===== config.mk =====
export PLATFORM = sky130hd
export DESIGN_NAME = fsm_filter_n_flat
export DESIGN_NICKNAME = d
export VERILOG_FILES = /design/src/rtl/fsm_filter_n_pkg.sv /design/src/rtl/fsm_filter_n_if.sv /design/src/rtl/fsm_filter_n_ch.sv /design/src/rtl/fsm_filter_n.sv /design/src/flat_wrapper.sv
export SDC_FILE = /design/constraint.sdc
export NUM_CORES = 1
export LEC_CHECK = 0
export ABC_AREA = 0
export CORE_MARGIN = 2
export CORE_UTILIZATION = 50
export CTS_CLUSTER_SIZE = 8
export DETAILED_ROUTE_END_ITERATION = 10
export PLACE_DENSITY = 0.81
export SYNTH_ARGS = -nofsm -noshare
export SYNTH_HDL_FRONTEND = slang
export SYNTH_HIERARCHICAL = 1
export SYNTH_SLANG_ARGS = --single-unit
export TNS_END_PERCENT = 100

===== constraint.sdc =====
create_clock -name clk -period 2.78 [get_ports clk]
set_input_delay 0.695 -clock clk [delete_from_list [all_inputs] [get_ports clk]]
set_output_delay 0.695 -clock clk [all_outputs]
set_load 0.02 [all_outputs]

===== src/rtl/fsm_filter_n_pkg.sv =====
`default_nettype none
// ============================================================================
// Module   : fsm_filter_pkg
// Purpose  : Shared types for the fsm_filter_n debounce block. Holds the
//            per-channel state encoding used by fsm_filter_ch.
// Ports    : none (package)
// Revision : 1.0 - initial release
// ============================================================================
package fsm_filter_pkg;

  typedef enum logic [1:0] {
    ST_LOW     = 2'd0,
    ST_RISING  = 2'd1,
    ST_HIGH    = 2'd2,
    ST_FALLING = 2'd3
  } state_t;

endpackage : fsm_filter_pkg
`default_nettype wire


===== src/rtl/fsm_filter_n_if.sv =====
`default_nettype none
// ============================================================================
// Module   : fsm_filter_n_if
// Purpose  : Bundles the sample enable, raw inputs and filtered outputs of
//            fsm_filter_n.
// Ports    : en   - shared sample enable
//            a    - raw level inputs, one bit per channel
//            out  - filtered levels
//            rise - one-cycle pulse on each 0->1 of out
//            fall - one-cycle pulse on each 1->0 of out
//            master drives en/a; slave (the filter) drives out/rise/fall.
// Revision : 1.0 - initial release
// ============================================================================
interface fsm_filter_n_if #(
  parameter int CHANNELS = 4
) ();

  logic                en;
  logic [CHANNELS-1:0] a;
  logic [CHANNELS-1:0] out;
  logic [CHANNELS-1:0] rise;
  logic [CHANNELS-1:0] fall;

  modport master (output en, output a, input out, input rise, input fall);
  modport slave  (input en, input a, output out, output rise, output fall);

endinterface : fsm_filter_n_if
`default_nettype wire


===== src/rtl/fsm_filter_n_ch.sv =====
`default_nettype none
// ============================================================================
// Module   : fsm_filter_ch
// Purpose  : One debounce channel. out follows a only after a has held the
//            new level for RISE_CNT (going high) or FALL_CNT (going low)
//            consecutive enabled samples; rise/fall pulse with each change.
// Ports    : clk  - clock, rising edge
//            rst  - synchronous active-high reset
//            en   - sample enable
//            a    - raw input level
//            out  - filtered level
//            rise - one-cycle pulse coincident with out 0->1
//            fall - one-cycle pulse coincident with out 1->0
// Revision : 1.0 - initial release
// ============================================================================
module fsm_filter_ch
  import fsm_filter_pkg::*;
#(
  parameter int RISE_CNT = 3,
  parameter int FALL_CNT = 3,
  parameter int CNT_W    = 2
) (
  input  logic clk,
  input  logic rst,
  input  logic en,
  input  logic a,
  output logic out,
  output logic rise,
  output logic fall
);

  // Run length reached on the sample that completes a qualifying run.
  localparam logic [CNT_W-1:0] c_rise_last = CNT_W'(RISE_CNT - 1);
  localparam logic [CNT_W-1:0] c_fall_last = CNT_W'(FALL_CNT - 1);
  localparam logic [CNT_W-1:0] c_one       = CNT_W'(1);

  state_t           state_q, state_d;
  logic [CNT_W-1:0] cnt_q, cnt_d;
  logic             rise_q, rise_d;
  logic             fall_q, fall_d;

  always_comb begin
    state_d = state_q;
    cnt_d   = cnt_q;
    rise_d  = 1'b0;
    fall_d  = 1'b0;
    if (en) begin
      case (state_q)
        ST_LOW: begin
          cnt_d = '0;
          if (a) begin
            if (RISE_CNT == 1) begin
              state_d = ST_HIGH;
              rise_d  = 1'b1;
            end else begin
              state_d = ST_RISING;
              cnt_d   = c_one;
            end
          end
        end
        ST_RISING: begin
          if (!a) begin
            // Run broken: reject as a glitch.
            state_d = ST_LOW;
            cnt_d   = '0;
          end else if (cnt_q == c_rise_last) begin
            state_d = ST_HIGH;
            cnt_d   = '0;
            rise_d  = 1'b1;
          end else begin
            cnt_d = cnt_q + c_one;
          end
        end
        ST_HIGH: begin
          cnt_d = '0;
          if (!a) begin
            if (FALL_CNT == 1) begin
              state_d = ST_LOW;
              fall_d  = 1'b1;
            end else begin
              state_d = ST_FALLING;
              cnt_d   = c_one;
            end
          end
        end
        ST_FALLING: begin
          if (a) begin
            state_d = ST_HIGH;
            cnt_d   = '0;
          end else if (cnt_q == c_fall_last) begin
            state_d = ST_LOW;
            cnt_d   = '0;
            fall_d  = 1'b1;
          end else begin
            cnt_d = cnt_q + c_one;
          end
        end
        default: begin
          state_d = ST_LOW;
          cnt_d   = '0;
        end
      endcase
    end
  end

  always_ff @(posedge clk) begin
    if (rst) begin
      state_q <= ST_LOW;
      cnt_q   <= '0;
      rise_q  <= 1'b0;
      fall_q  <= 1'b0;
    end else begin
      state_q <= state_d;
      cnt_q   <= cnt_d;
      rise_q  <= rise_d;
      fall_q  <= fall_d;
    end
  end

  // out is a pure decode of the state register, so it changes on the same
  // edge as the registered pulses.
  assign out  = (state_q == ST_HIGH) || (state_q == ST_FALLING);
  assign rise = rise_q;
  assign fall = fall_q;

endmodule : fsm_filter_ch
`default_nettype wire


===== src/rtl/fsm_filter_n.sv =====
`default_nettype none
// ============================================================================
// Module   : fsm_filter_n
// Purpose  : CHANNELS independent debounce filters sharing clock, reset and
//            sample enable.
// Ports    : clk - clock, rising edge
//            rst - synchronous active-high reset
//            bus - fsm_filter_n_if.slave (en, a in; out, rise, fall out)
// Revision : 1.0 - initial release
// ============================================================================
module fsm_filter_n #(
  parameter int CHANNELS = 4,
  parameter int RISE_CNT = 3,
  parameter int FALL_CNT = 3
) (
  input  logic          clk,
  input  logic          rst,
  fsm_filter_n_if.slave bus
);

  localparam int MAX_CNT = (RISE_CNT > FALL_CNT) ? RISE_CNT : FALL_CNT;
  localparam int CNT_W   = (MAX_CNT < 2) ? 1 : $clog2(MAX_CNT + 1);

  logic [CHANNELS-1:0] w_out;
  logic [CHANNELS-1:0] w_rise;
  logic [CHANNELS-1:0] w_fall;

  for (genvar g = 0; g < CHANNELS; g++) begin : g_ch
    fsm_filter_ch #(
      .RISE_CNT (RISE_CNT),
      .FALL_CNT (FALL_CNT),
      .CNT_W    (CNT_W)
    ) u_ch (
      .clk  (clk),
      .rst  (rst),
      .en   (bus.en),
      .a    (bus.a[g]),
      .out  (w_out[g]),
      .rise (w_rise[g]),
      .fall (w_fall[g])
    );
  end

  assign bus.out  = w_out;
  assign bus.rise = w_rise;
  assign bus.fall = w_fall;

endmodule : fsm_filter_n
`default_nettype wire


===== src/flat_wrapper.sv =====
// flat-port wrapper written by rule: the top's interface ports become plain ports
module fsm_filter_n_flat 
#(
  parameter int CHANNELS = 4,
  parameter int RISE_CNT = 3,
  parameter int FALL_CNT = 3
)
  (clk, rst, bus_en, bus_a, bus_out, bus_rise, bus_fall);
  fsm_filter_n_if #(.CHANNELS(CHANNELS)) bus_i ();
  input  logic clk;
  input  logic rst;
  input wire logic [$bits(bus_i.en)-1:0] bus_en;
  input wire logic [$bits(bus_i.a)-1:0] bus_a;
  output wire logic [$bits(bus_i.out)-1:0] bus_out;
  output wire logic [$bits(bus_i.rise)-1:0] bus_rise;
  output wire logic [$bits(bus_i.fall)-1:0] bus_fall;
  assign bus_i.en = bus_en;
  assign bus_i.a = bus_a;
  assign bus_out = bus_i.out;
  assign bus_rise = bus_i.rise;
  assign bus_fall = bus_i.fall;
  fsm_filter_n #(.CHANNELS(CHANNELS), .RISE_CNT(RISE_CNT), .FALL_CNT(FALL_CNT)) u_core (.clk(clk), .rst(rst), .bus(bus_i));
endmodule

After elaboration in Yosys (flattened, before gate mapping)
Cells that the tools add are included.
{ "totals": {"ff_bits": 24, "inputBits": 7, "wordCells": 141} }
{ "classes": {"addsub": 4, "n_eq_ne": 32, "muxes": 56, "bitwise_logic": 13, "reduce_logical": 20} }
{ "op_table": {"columns": ["cell", "count"], "rows": [
  ["2-bit two-way mux", 36],
  ["2-bit one-hot mux with 4 select lines", 8],
  ["4-bit OR reduction", 8],
  ["2-bit == test, second input constant", 12],
  ["3-bit inequality test, second input constant", 8],
  ["5-bit AND reduction", 4],
  ["2-bit inequality test, second input constant", 8],
  ["1-bit inverter", 13],
  ["1-bit two-way mux", 12],
  ["2-bit by 1-bit adder with 2-bit output, second input constant", 4],
  ["2-bit by 1-bit == test with 1-bit output, second input constant", 4],
  ["2-bit zero test", 4],
  ["1-bit logical OR", 4]
]} }

Depth between registers and ports, before layout
{ "logic_depth": {"word_depth": 4, "mapped_depth": 3} }

Hierarchy
The synthesis kept the hierarchy.
{ "by_module_without_submodules": {"columns": ["mod", "instances", "cells_per_inst", "area_per_inst_um2", "seq_area_each_um2"], "rows": [
  ["fsm_filter_ch", 4, 24, 242.7, 120.1]
]} }

Worst setup path before layout
Ideal clock, no wire load.
{ "synth_timing": {"path_kind": "flip-flop to output port", "start": "register with a tool-made name", "end": "output port bus_out[0]", "t_arrival_ps": 591, "slack_ps": 1494, "stages_incl_launch_ff": 2, "path_buffers": 1, "path_cell_list": "dfxtp_1 -> clkbuf_1"} }
{ "synth_rtl": {"columns": ["element", "line_no", "text"], "rows": [
  ["to (decl)", "flat_wrapper.sv:14", "output wire logic [$bits(bus_i.out)-1:0] bus_out;"]
]} }

==> summary.md <==
| Metric | Value |
|---|---|
| CTS Buf Count | 3 |
| Average cell area after synthesis | 10.1 µm² |
| Reg2Reg Depth | 2 |
| Via count | 753 |
| Total wire length | 1770 µm |
| Synth warn | 6 |
| Synthesized cell area | 971 µm² |
| Worst r2r dst | u_core/g_ch[2].u_ch/rise |
| Placed insts | 137 |
| Starting Density | 54.5% |
| Vias per inst | 5.34 |
| WHS Path Cells | 2 |
| Final net count | 124 |
| Slew headroom | 45.6% |
| I/O pin count | 19 |
| DR iter-0 viols | 5 |
| CP delay by family, top | buffers and inverters |
| Gpl congestion | 0.775 |
| Worst Path Required | 2090 ps |
| Layout Skew | 2.56 ps |
| Worst EP arrival | 1370 ps |
| Final Non-Filler Cells | 141 |
| Final period util | 74.3% |
| Clk sinks | 24 |
| Postcts setup bufs | 0 |
| First-pass GRT wire length | 2820 µm |
| TNS Setup | 0 ps |
| Cts hold-fix bufs | 0 |
| CTS tree | built |
| Hold crit path type | reg2reg |
| RSZ-0062 raised after global routing | false |
| Pin count of the biggest net entering global routing | 25 |
| Final HPWL from detailed placement | 1280 µm |
| Initial antenna violation count | 0 |
| Worst Hold End | u_core/g_ch[1].u_ch/cnt_q[0] |
| Fmax | 484 MHz |
| Post-synthesis cell count | 96 |
| PD cells | 481 nW/µm² |
| Post-layout min period | 2060 ps |
| Critical path's slowest cell | clkdlybuf4s50_1 |
| Wire per inst | 12.6 µm |
| Worst path bufs/invs | 1 |
| Slew Limit Fails | 0 |
| Ant diodes | 0 |
| R2R setup slack | 1710 ps |
| Synth area leader | dfxtp_1 |
| Vias in the first global route | 710 |
| CP peak stage delay | 630 ps |
| Layout cell share with drive strength beyond 1 | 8.62% |
| PostCTS Resize Cnt | 0 |
| Net Count, Synth | 103 |
| Worst Path Max Fanout | 5 |
| Final setup fails | 0 |
| Die width | 48.1 µm |
| Synth-to-layout area growth | 25.5% |
| ANT nets after route | 0 |
| Fillers | 152 |
| H-tree Lvls | 1 |
| R2R Path Start | u_core/g_ch[2].u_ch/cnt_q[0] |
| Die area | 2310 µm² |
| Seq/Total Area, Yosys | 49.5% |
| CP endpoint kind | primary output |
| Outcome | finished clean |
| Rows | 15 |
| PortBufs | 18 |
| All-Layer GR Usage | 18.1% |
| Die Span Y | 48.1 µm |
| Number of synthesized register bits | 24 |
| Max-Cap Viols | 0 |
| Leading post-synthesis cells by cell area | dfxtp_1 (49%), mux2i_1 (8.2%), nor4b_1 (7.2%) |
| Root Buffer | clkbuf_4 |
| Leakage power | 0.570 nW |
| Max Buffers Root-to-Sink | 2 |
| Share of the synthesized area in the top cell type | 49.5% |
| Crit-path cells | clkdlybuf4s50_1 |
| Core ar. | 1780 µm² |
| Peak supply drop | 387 µV |
| Critical path class | reg2out |
| DRC viols | 0 |
| Fin. Hold Viols | 0 |
| GRT overflow | 0 |
| Setup crit start kind | flip-flop |
| Clock Pin Slew Worst Setup and Hold Paths | 120 ps |
| Distinct cells, synth | 15 |
| Hold Path Origin | u_core/g_ch[1].u_ch/cnt_q[0] |
| Final core utilization | 68.4% |
| Slew @ Worst Pin | 814 ps |
| Worst-skew pair later-pin latency | 320 ps |
| 1st-pass router iterations | 4 |
-- cells by family (layout without fill, tap and decap cells) --
kind of cell              after synthesis  count (layout)  share of synthesized area, %
and+or+nand+nor                        40              40                          29.4
DFF                                    24              24                          49.5
AOI/OAI and AO/OA                      12              12                          6.19
muxes                                   8               8                          8.25
buffers and inverters                   8              28                          3.09
xor gates and xnor gates                4               4                          3.61
-- per-stage QoR --
step	setup WS, ps	cell area (µm²)	total power (W)	hold slack, ps
2_1_floorplan	1490	971	0.000383	452
3_3_place_gp	533	1180	0.000407	475
3_5_place_dp	400	1180	0.000409	486
4_1_cts	696	1220	0.000589	505
5_1_grt	654	1220	0.000603	539
6_report	715	1220	0.000586	503
-- final cells by class --
class / instances / area, µm² / area share [%]
clock buffers: 4 / 36.3 / 2.98
well taps: 25 / 31.3 / 2.57
repair buffers: 20 / 195 / 16.0
inverters: 4 / 15.0 / 1.23
multi-input cells: 64 / 460 / 37.8
flip-flops and latches: 24 / 480 / 39.4
-- Yosys cell counts --
| cell type | number |
|---|---|
| clkbuf_1 | 4 |
| inv_1 | 4 |
| nand4_1 | 4 |
| xor2_1 | 4 |
| o21ai_0 | 4 |
| nand4b_2 | 4 |
| nand3_1 | 4 |
| nor2_1 | 4 |
| mux2i_1 | 8 |
| nor2b_1 | 4 |
| nor4b_1 | 8 |
| dfxtp_1 | 24 |
| nand2b_1 | 8 |
| a21oi_1 | 8 |
| nor3_1 | 4 |
-- per-layer routing --
metal,vias up,routed length (µm),GRT usage [%]
met4,0,23,10.3
met2,15,910,30.9
met1,351,790,20.2
met5,-,0,0
li1,383,-,-
met3,4,47,4.53
-- worst max path at each step --
stage	slack, ps	depth (start not counted)	end
floorplan	1490	1	bus_out[0]
global placement	530	3	u_core/g_ch[2].u_ch/fall
detailed placement	400	3	u_core/g_ch[2].u_ch/rise
CTS	700	1	bus_out[1]
global route	650	1	bus_out[3]
finish	720	1	bus_out[1]
-- report_power, final --
part / internal, W / total [W] / switching, W / leakage [nW]
clock network: 0.0000801 / 0.000183 / 0.000103 / 0.0210
registers: 0.000351 / 0.000357 / 0.00000651 / 0.195
logic: 0.0000226 / 0.0000448 / 0.0000222 / 0.354
total: 0.000454 / 0.000586 / 0.000132 / 0.570
-- cells in the final DEF (no fill, tap or decap) --
| cell type | Yosys | final |
|---|---|---|
| clkbuf_4 | 0 | 3 |
| a21oi_1 | 8 | 8 |
| buf_4 | 0 | 2 |
| nor3_1 | 4 | 4 |
| nor2_1 | 4 | 4 |
| inv_1 | 4 | 4 |
| nand3_1 | 4 | 4 |
| nand2b_1 | 8 | 8 |
| nand4_1 | 4 | 4 |
| xor2_1 | 4 | 4 |
| nand4b_2 | 4 | 4 |
| clkdlybuf4s50_1 | 0 | 18 |
| o21ai_0 | 4 | 4 |
| nor4b_1 | 8 | 8 |
| nor2b_1 | 4 | 4 |
| clkbuf_8 | 0 | 1 |
| dfxtp_1 | 24 | 24 |
| mux2i_1 | 8 | 8 |
Power figures use the tool's default switching activity.
==> RTL change 1, RTL diff (config.mk and constraints unchanged) <==
`CHANNELS` is set to 4 in 3 places; all go to 3.
--- a/src/rtl/fsm_filter_n_if.sv
+++ b/src/rtl/fsm_filter_n_if.sv
@@ -14,3 +14,3 @@
 interface fsm_filter_n_if #(
-  parameter int CHANNELS = 4
+  parameter int CHANNELS = 3
 ) ();
--- a/src/rtl/fsm_filter_n.sv
+++ b/src/rtl/fsm_filter_n.sv
@@ -11,3 +11,3 @@
 module fsm_filter_n #(
-  parameter int CHANNELS = 4,
+  parameter int CHANNELS = 3,
   parameter int RISE_CNT = 3,
--- a/src/flat_wrapper.sv
+++ b/src/flat_wrapper.sv
@@ -3,3 +3,3 @@
 #(
-  parameter int CHANNELS = 4,
+  parameter int CHANNELS = 3,
   parameter int RISE_CNT = 3,
Ports: changed (resized bus_a, bus_fall, bus_out and bus_rise); port bits go from 19 to 15. No check against the original RTL was run, so the function may have changed too.
==> RTL change 1 against the unedited design <==
Die area shrank 23%. Sequential cell count decreased by 6. Setup slack gained 0.024 ns. Power is 28% lower. Design area fell by 26%. Synthesized area shrank 25%. Via count decreased by 25%. Wire length fell by 27%. Clock power down 34%. Largest cell class unchanged.
==> RTL change 1: results <==
[pwr]
pg_seq_w = 0.000268
p_leak_nw = 0.425
peakVddDrop_mv = 0.301
p_clk_w = 0.000121
sw_frac_of_total = 0.218

[global_route]
antenna_found_initial = 0
gr-usage-met2 = 0.218
grtUsageMet3 = 0.0388
grt_use_total = 0.155
grtUsageMet1 = 0.210
grt_pass1_vias = 500
grt_pass1_wl_mm = 2.10
grt_max_degree = 19

[critical_path]
max_stage_delay_ns = 0.64
r2r_start = "u_core/g_ch[1].u_ch/cnt_q[0]"
reg2reg_depth = 2
crit_family = "buffers and inverters"
cp.arrival_ns = 1.35
r2r_slack_ns = 1.69
regToRegEndpoint = "u_core/g_ch[1].u_ch/fall"

[detailed_routing]
met2_length_microns = 595
routed_wl_mm = 1.30
num_vias = 563
m1WireLength_microns = 642
wl_met3_microns = 42

[placement]
portBuffers = 14
dp_hpwl_microns = 858
place.gp.congestion = 0.738

[clocking]
cts.clk_slew.worst_paths_ns = 0.09
post_cts_buffers = 0
clockRootBuffer = "clkbuf_4"
clock_latency_ns = 0.28

[layout]
finalNetCount = 95
final_layout_size_suffix_gt1_frac = 0.0805
n_fill_cell = 114

[min_path]
holdPathEnd = "u_core/g_ch[2].u_ch/cnt_q[0]"
min_path_type = "reg2reg"
min_from = "u_core/g_ch[2].u_ch/cnt_q[0]"

[synthesis]
syn-num-nets = 78
synth_cell_type_count = 15
synth_area_leaders = "dfxtp_1 (49%), mux2i_1 (8.2%), nor4b_1 (7.2%)"
ys_top_cells_by_count = "dfxtp_1 (18), a21oi_1 (6), mux2i_1 (6), nand2b_1 (6), nor4b_1 (6)"

[timing]
relSlewSlack = 0.588
fin_skew_ns = 0.00185
hold_viol_final = 0

[run_status]
status = "finished, final reports clean"
-- RTL change 1: stage by stage --
stage	cell area (sq um)	hold slack [ns]	instances	total power, W	setup WS [ns]
2_1_floorplan	728	0.452	72	0.000287	1.49
3_3_place_gp	883	0.473	99	0.000306	0.644
3_5_place_dp	883	0.490	99	0.000307	0.572
4_1_cts	906	0.502	102	0.000427	0.732
5_1_grt	906	0.545	102	0.000444	0.677
6_report	906	0.500	102	0.000422	0.740
-- RTL change 1: cell families (layout without fill, tap and decap cells) --
family                    after synthesis  after routing  share of synthesized area
muxes                                   6              6                     0.0825
buffers and inverters                   6             21                     0.0309
xor gates and xnor gates                3              3                     0.0361
AOI/OAI and AO/OA                       9              9                     0.0619
DFF                                    18             18                      0.495
and+or+nand+nor                        30             30                      0.294
-- RTL change 1: layout make-up --
class,count,area share
flip-flops and latches,18,0.398
clock buffers,3,0.0249
inverters,3,0.0124
repair buffers,15,0.163
well taps,15,0.0207
multi-input cells,48,0.381
==> RTL change 2, RTL diff (same flow settings) <==
Without the edit above. The 4 states of `state_t` get a one-hot encoding in 4 bits.
--- a/src/rtl/fsm_filter_n_pkg.sv
+++ b/src/rtl/fsm_filter_n_pkg.sv
@@ -10,7 +10,7 @@
 
-  typedef enum logic [1:0] {
-    ST_LOW     = 2'd0,
-    ST_RISING  = 2'd1,
-    ST_HIGH    = 2'd2,
-    ST_FALLING = 2'd3
+  typedef enum logic [3:0] {
+    ST_LOW     = 4'b0001,
+    ST_RISING  = 4'b0010,
+    ST_HIGH    = 4'b0100,
+    ST_FALLING = 4'b1000
   } state_t;
Formal check against the unedited RTL: no difference found for any inputs over 4 cycles, from zero or initial values and one cycle with rst high; so few cycles prove little.
==> RTL change 2 against the unedited design <==
Via count grew to 2.8 times the old value. Non-clock buffer count is 7 higher. Count of clock-buffer cells in the layout is 3 higher. Sequential share of layout area is 15 points lower. Sequential power is 43% higher. Synthesized area is 150% higher. Cell count is 140% higher. Wire length grew to 2.7 times the old value. Core utilization is 13 points lower. Power is 76% higher. Setup slack worse by 0.42 ns. Hold slack better by 0.011 ns. Sequential cell count is 8 higher. Design area is 110% higher. Critical path type unchanged. Largest cell class is now multi-input gates. Largest power group unchanged. Highest routed layer unchanged.
==> RTL change 2: results <==
[run_status]
status = "finished, final reports clean"

[critical_path]
regToRegEndpoint = "u_core/g_ch[3].u_ch/state_q[0]"
cp-endpoint = "bus_out[2]"
reg2reg_depth = 4

[pwr]
p_leak_nw = 0.809
peakVddDrop_mv = 0.161

[global_route]
grtUsageMet3 = 0.0359
grt_use_total = 0.189
grt_max_degree = 37
grtUsageMet1 = 0.250
grt_pass1_vias = 1837
grt_pass1_wl_mm = 8.13

[synthesis]
postSynthAreaPerCell_sq_um = 8.67
synth_cell_type_count = 35
seq_area_frac_synth = 0.268
syn-num-nets = 283

[detailed_routing]
num_vias = 2113
drt_iter0_drc = 164
wl_met3_microns = 204
dr.pass1.iters = 5
met2_length_mm = 2.28

[timing]
fmaxAchievable_mhz = 402
fin_skew_ns = 0.00393
worst_pin_slew_ns = 0.611

[clocking]
cts.clk_slew.worst_paths_ns = 0.06
h-tree-depth = 2
cts_buffers = 5
clock_latency_ns = 0.28

[layout]
instances_no_fill = 340
final_layout_size_suffix_gt1_frac = 0.140

[placement]
dp_slack_ns = 0.301
dp_hpwl_mm = 3.30
-- RTL change 2: changes by cell type after synthesis, sizes merged, moves of 12 or more --
cell and change:
nand2 +16, o21ai +16, a21oi +12, nor2 +20, buf +24
-- RTL change 2: cells by family after synthesis --
logic type	share of synthesized area
buffers and inverters	0.121
XOR/XNOR	0.0293
AO/OA/AOI/OAI	0.257
flip-flops	0.268
AND/OR/NAND/NOR	0.324
-- RTL change 2: how the worst min path moves through the flow --
stage                                       from                      endpoint  slack [ns]  cells past startpoint
floorplan           u_core/g_ch[0].u_ch/cnt_q[1]  u_core/g_ch[0].u_ch/cnt_q[1]        0.46                      2
global placement    u_core/g_ch[2].u_ch/cnt_q[1]  u_core/g_ch[2].u_ch/cnt_q[1]        0.49                      2
detailed placement  u_core/g_ch[1].u_ch/cnt_q[1]  u_core/g_ch[1].u_ch/cnt_q[1]        0.51                      2
CTS                 u_core/g_ch[3].u_ch/cnt_q[1]  u_core/g_ch[3].u_ch/cnt_q[1]        0.51                      2
global route        u_core/g_ch[3].u_ch/cnt_q[1]  u_core/g_ch[3].u_ch/cnt_q[1]        0.55                      2
finish              u_core/g_ch[1].u_ch/cnt_q[1]  u_core/g_ch[1].u_ch/cnt_q[1]        0.51                      2
-- RTL change 2: report_power, final --
part,total (W),switching (W),internal (W)
clock,0.000378,0.000158,0.000220
combinational,0.000144,0.0000744,0.0000693
sequential,0.000510,0.0000366,0.000473
total,0.00103,0.000269,0.000762
-- RTL change 2: critical path, cell delays in order, from the launching register on --
cell	delay, ns
dfxtp_1	0.61
xnor2_1	0.12
nor3_1	0.16
clkdlybuf4s50_1	0.63
-- RTL change 2: final cells by class --
type	instances	area [sq um]
fillers	420	2090
multi-input cells	208	1460
flip-flops and latches	32	641
repair buffers	27	260
clock buffers	7	96.3
well taps	54	67.6
inverters	12	45.0
